===== src/rtl/sm_sub_serial.sv =====
// Bit-serial sign-magnitude subtractor: res = opA - opB, one magnitude bit per clock, LSB first.
// Subtraction is handled as addition of -opB; unlike signs become a compare/swap plus serial borrow.
//
// state | meaning
// IDLE  | waiting for start
// LOAD  | pick ADD/SUB mode, order magnitudes, clear carry and counter
// CALC  | one magnitude bit per clock, n-1 clocks
// DONE  | res/ovf just loaded, done pulse; start accepted here too
module sm_sub_serial #(
    parameter int n = 8
) (
    input  logic         clk,
    input  logic         rst,
    input  logic         start,
    input  logic [n-1:0] opA,
    input  logic [n-1:0] opB,
    output logic         busy,
    output logic         done,
    output logic [n-1:0] res,
    output logic         ovf
);

    localparam int MW = n - 1;
    localparam int CW = $clog2(n);

    typedef enum logic [1:0] {IDLE, LOAD, CALC, DONE} state_t;

    state_t state, state_nx;

    logic [MW-1:0] mag_a, mag_b;
    logic          sign_a, sign_b;
    logic [MW-1:0] sh_x, sh_y, acc;
    logic          mode_sub, res_sign, cy;
    logic [CW-1:0] cnt;

    logic          accept, last_bit, ld_sub, ld_swap;
    logic          bit_x, bit_y, sum_bit, cy_nx;
    logic [MW-1:0] mag_fin;

    assign busy   = (state == LOAD) || (state == CALC);
    assign done   = (state == DONE);
    assign accept = start && ((state == IDLE) || (state == DONE));

    // Operand ordering decided in LOAD from the captured values.
    assign ld_sub  = sign_a ^ sign_b;
    assign ld_swap = ld_sub && (mag_b > mag_a);

    assign bit_x    = sh_x[0];
    assign bit_y    = sh_y[0];
    assign sum_bit  = bit_x ^ bit_y ^ cy;
    assign last_bit = (state == CALC) && (cnt == CW'(n - 2));
    assign mag_fin  = {sum_bit, acc[MW-1:1]};

    always_comb begin
        cy_nx = 1'b0;
        if (mode_sub)
            cy_nx = (~bit_x & bit_y) | (~bit_x & cy) | (bit_y & cy);
        else
            cy_nx = (bit_x & bit_y) | (bit_x & cy) | (bit_y & cy);
    end

    always_comb begin
        state_nx = state;
        case (state)
            IDLE:    if (accept) state_nx = LOAD;
            LOAD:    state_nx = CALC;
            CALC:    if (last_bit) state_nx = DONE;
            DONE:    state_nx = accept ? LOAD : IDLE;
            default: state_nx = IDLE;
        endcase
    end

    always_ff @(posedge clk or posedge rst) begin
        if (rst) state <= IDLE;
        else     state <= state_nx;
    end

    always_ff @(posedge clk or posedge rst) begin
        if (rst) begin
            mag_a    <= '0;
            mag_b    <= '0;
            sign_a   <= 1'b0;
            sign_b   <= 1'b0;
            sh_x     <= '0;
            sh_y     <= '0;
            acc      <= '0;
            mode_sub <= 1'b0;
            res_sign <= 1'b0;
            cy       <= 1'b0;
            cnt      <= '0;
            res      <= '0;
            ovf      <= 1'b0;
        end else begin
            if (accept) begin
                mag_a  <= opA[MW-1:0];
                sign_a <= opA[n-1];
                mag_b  <= opB[MW-1:0];
                sign_b <= ~opB[n-1];
            end
            if (state == LOAD) begin
                sh_x     <= ld_swap ? mag_b : mag_a;
                sh_y     <= ld_swap ? mag_a : mag_b;
                res_sign <= ld_swap ? sign_b : sign_a;
                mode_sub <= ld_sub;
                cy       <= 1'b0;
                cnt      <= '0;
                acc      <= '0;
            end
            if (state == CALC) begin
                sh_x <= sh_x >> 1;
                sh_y <= sh_y >> 1;
                acc  <= mag_fin;
                cy   <= cy_nx;
                cnt  <= cnt + 1'b1;
                if (last_bit) begin
                    // zero magnitude never carries a minus sign
                    res <= {res_sign & (|mag_fin), mag_fin};
                    ovf <= ~mode_sub & cy_nx;
                end
            end
        end
    end

endmodule


===== config.mk =====
export PLATFORM = sky130hd
export DESIGN_NAME = sm_sub_serial
export DESIGN_NICKNAME = d
export VERILOG_FILES = /design/src/rtl/sm_sub_serial.sv
export SDC_FILE = /design/constraint.sdc
export NUM_CORES = 1
export LEC_CHECK = 0
export BUFFER_PORTS_ARGS = -buffer_cell sky130_fd_sc_hd__clkbuf_2
export CAP_MARGIN = 30
export CORE_ASPECT_RATIO = 0.6
export CORE_MARGIN = 2
export CORE_UTILIZATION = 46
export DETAILED_ROUTE_END_ITERATION = 6
export PLACE_DENSITY = 0.67
export SLEW_MARGIN = 20
export SYNTH_ARGS = -nofsm -noshare
export SYNTH_HDL_FRONTEND = slang
export SYNTH_SLANG_ARGS = --single-unit

===== constraint.sdc =====
create_clock -name clk -period 1.7 [get_ports clk]
set_clock_uncertainty 0.15 [all_clocks]
set_input_delay 0 -clock clk [delete_from_list [all_inputs] [get_ports clk]]
set_output_delay 0 -clock clk [all_outputs]
set_load 0.01 [all_outputs]

==> metrics <==
vias in the first global route 2389; number of top-level pins 30; status finished with violations; Async SR Flop Fraction 100.0%; Layout Cells excl Fill 461; sequential area share after synthesis 47.20%; H-tree levels 2; Max clock buf depth 2; final WL 6938 microns; total die area 6771 sq um; Max Slew Vio Count 0; Pleak 1.740 nW; first-pass GRT wire length 11630 microns; Synth Flop Type dfrtp_1; initial antenna violation count 0; synthesized area 2810 sq um; crit path DAT 1.93 ns; 1st-iter DRT viols 135; Worst-Margin Slew 0.3006 ns; crit path time final 1.892 ns; Skew-Pair Late Insertion Delay 0.31 ns; highest clock rate 0.5285 GHz; clock-pin slew on the worst setup and hold paths 0.10 ns; die span in y 64.55 microns; maximum vdd drop 1.411 mV; Yosys cell types 39; Post-Syn Instances 290; kind of critical path reg2reg; GPL Wtd Cong 0.8264; CTS tree yes; startpoint types flip-flop; share of layout cells above drive strength 1 35.96%; max cap viols 0; vias 2477; wire per inst 15.05 microns; Yosys Warn Count 0; number of vias per cell 5.373; TritonCTS Buffers 5; drt drc 0; # rows 21; Crit. End Element flip-flop; drt first pass iters 4; RSZ-0062 raised after global routing true; critical-path maximum fanout 8; Power per Cell Area 2325 nW/um^2; syn_nets 325; number of synthesized flops with an enable pin 0; nets@finish 415; final period utilization 111.3%; Min-Delay Path Class in2async; WHS 0.1288 ns; Hold Vio Cnt, Final 0; total congestion overflow 0; largest net degree at the start of global routing 54; final setup vio count 15; failing checks negative setup slack; Placed Cells 422; Final ANT Viol Nets 0; Setup WS post-layout -0.1923 ns; CTS sink count 53; Mean Syn Cell Area 9.690 sq um; max_slew headroom 79.81%; Initial Util 49.06%; HPWL Detailed 4627 microns; I/O Buffers 29; root buffer cell clkbuf_8; All-Layer GR Usage 21.64%; n_diodes 0; Core Box Area 5728 sq um; required time worst endpoint 1.74 ns; Power Total 0.009177 W; FF-to-FF path depth 6; Layout area overhead 40.43%; Seq cells post-synth 53; Die Width 104.9 microns
-- cell type report --
class	count	area (sq um)
inverters	23	88.84
flip-flops and latches	53	1328
well taps	80	100.1
multi-input cells	196	1468
clock buffers	6	82.58
fillers	474	1782
clock inverters	2	37.54
repair buffers	101	842.1
-- cell usage after synthesis, types with 3 or more instances --
cell type,count,area share (%)
a21oi_1,8,1.4
buf_2,5,0.89
clkbuf_1,8,1.1
dfrtp_1,53,47
ha_1,16,7.1
inv_1,23,3.1
mux2_1,4,1.6
mux2_2,4,1.6
nand2_1,61,8.1
nand3_1,7,1.2
nor2_1,4,0.53
nor2b_1,3,0.67
o2111ai_1,15,4.7
o211ai_1,3,0.80
o211ai_2,10,4.5
o21ai_0,29,5.2
o21ai_1,9,1.6
-- power by group --
| part | total (W) | switching (W) | internal [W] |
|---|---|---|---|
| combinational | 0.00617 | 0.00322 | 0.00295 |
| sequential | 0.00209 | 0.000327 | 0.00176 |
| clock | 0.000923 | 0.000443 | 0.000479 |
-- final timing paths --
check,start,endpoint,slack (ns)
setup reg to reg,mag_b[6]$_DFFE_PP0N_,sh_y[0]$_DFFE_PP0P_,-0.19
max in group asynchronous,rst,state[1]$_DFFE_PP0P_,1.03
hold reg to reg,res[2]$_DFFE_PP0P_,res[2]$_DFFE_PP0P_,0.34
setup / recovery,mag_b[6]$_DFFE_PP0N_,sh_y[0]$_DFFE_PP0P_,-0.19
hold / removal,rst,res[0]$_DFFE_PP0P_,0.13
min in group clk,opB[7],sign_b$_DFFE_PP0N_,0.23
-- what timing repair did --
item	4_1_cts	5_1_grt
pin swaps	5	9
resized for setup	16	12
gates cloned	0	1
buffers inserted	6	6
endpoints found under the setup margin	16	28
hold endpoints to repair	71	0
hold buffers	18	0
-- stage by stage --
| step | setup WS (ns) | utilization (%) | area [sq um] | setup TNS (ns) |
|---|---|---|---|---|
| after floorplan | -0.1203 | - | 2878 | -1.416 |
| after global placement | -0.1408 | 58.85 | 3371 | -1.669 |
| after detailed placement | -0.1948 | 58.85 | 3371 | -2.419 |
| after CTS | -0.1738 | 66.71 | 3821 | -2.295 |
| after global routing | -0.2520 | 68.89 | 3946 | -3.484 |
| final | -0.1923 | 68.89 | 3946 | -2.398 |
-- kinds of logic (layout without fill, tap and decap cells) --
kind of cell | after synthesis | after routing | share of synthesized area [%]
DFF | 53 | 53 | 47.19
xor gates and xnor gates | 2 | 2 | 0.6234
AOI/OAI and AO/OA | 86 | 86 | 22.40
adders and majority gates | 16 | 16 | 7.124
buffers and inverters | 41 | 132 | 6.545
and+or+nand+nor | 84 | 84 | 12.91
muxes | 8 | 8 | 3.205
-- layout by cell type (no fill, tap or decap), types with 7 or more instances in the layout --
master         count
nand2_1           61
dfrtp_1           52
nand3_1            7
dlygate4sd3_1     18
clkbuf_2          29
o21ai_0           29
o21ai_1            9
inv_1             17
a21oi_1            7
buf_4             42
o211ai_2          10
ha_1              11
o2111ai_2         11
-- critical path, cell delays in order (launching register included) --
cell and delay (ns):
dfrtp_1 0.42, ha_4 0.29, and4_4 0.25, a21boi_4 0.23
o21a_4 0.20, buf_12 0.14, o211ai_2 0.09
-- metal layers --
| metal | up-vias | part of all wire [%] | track usage, % |
|---|---|---|---|
| met3 | 8 | 5.2 | 3.722 |
| met4 | 0 | 1.1 | 6.833 |
| met5 | - | 0 | 0 |
| li1 | 1197 | - | - |
| met2 | 80 | 43 | 31.82 |
| met1 | 1192 | 51 | 32.46 |
-- registers in the layout (all words and copies together) (netlist names) --
signal	count
state	2
cnt	3
acc	6
ovf	1
cy	1
sign_b	1
mag_b	7
res_sign	1
mag_a	7
sign_a	1
sh_x	7
sh_y	7
mode_sub	1
res	8
Power figures use the tool's default switching activity.
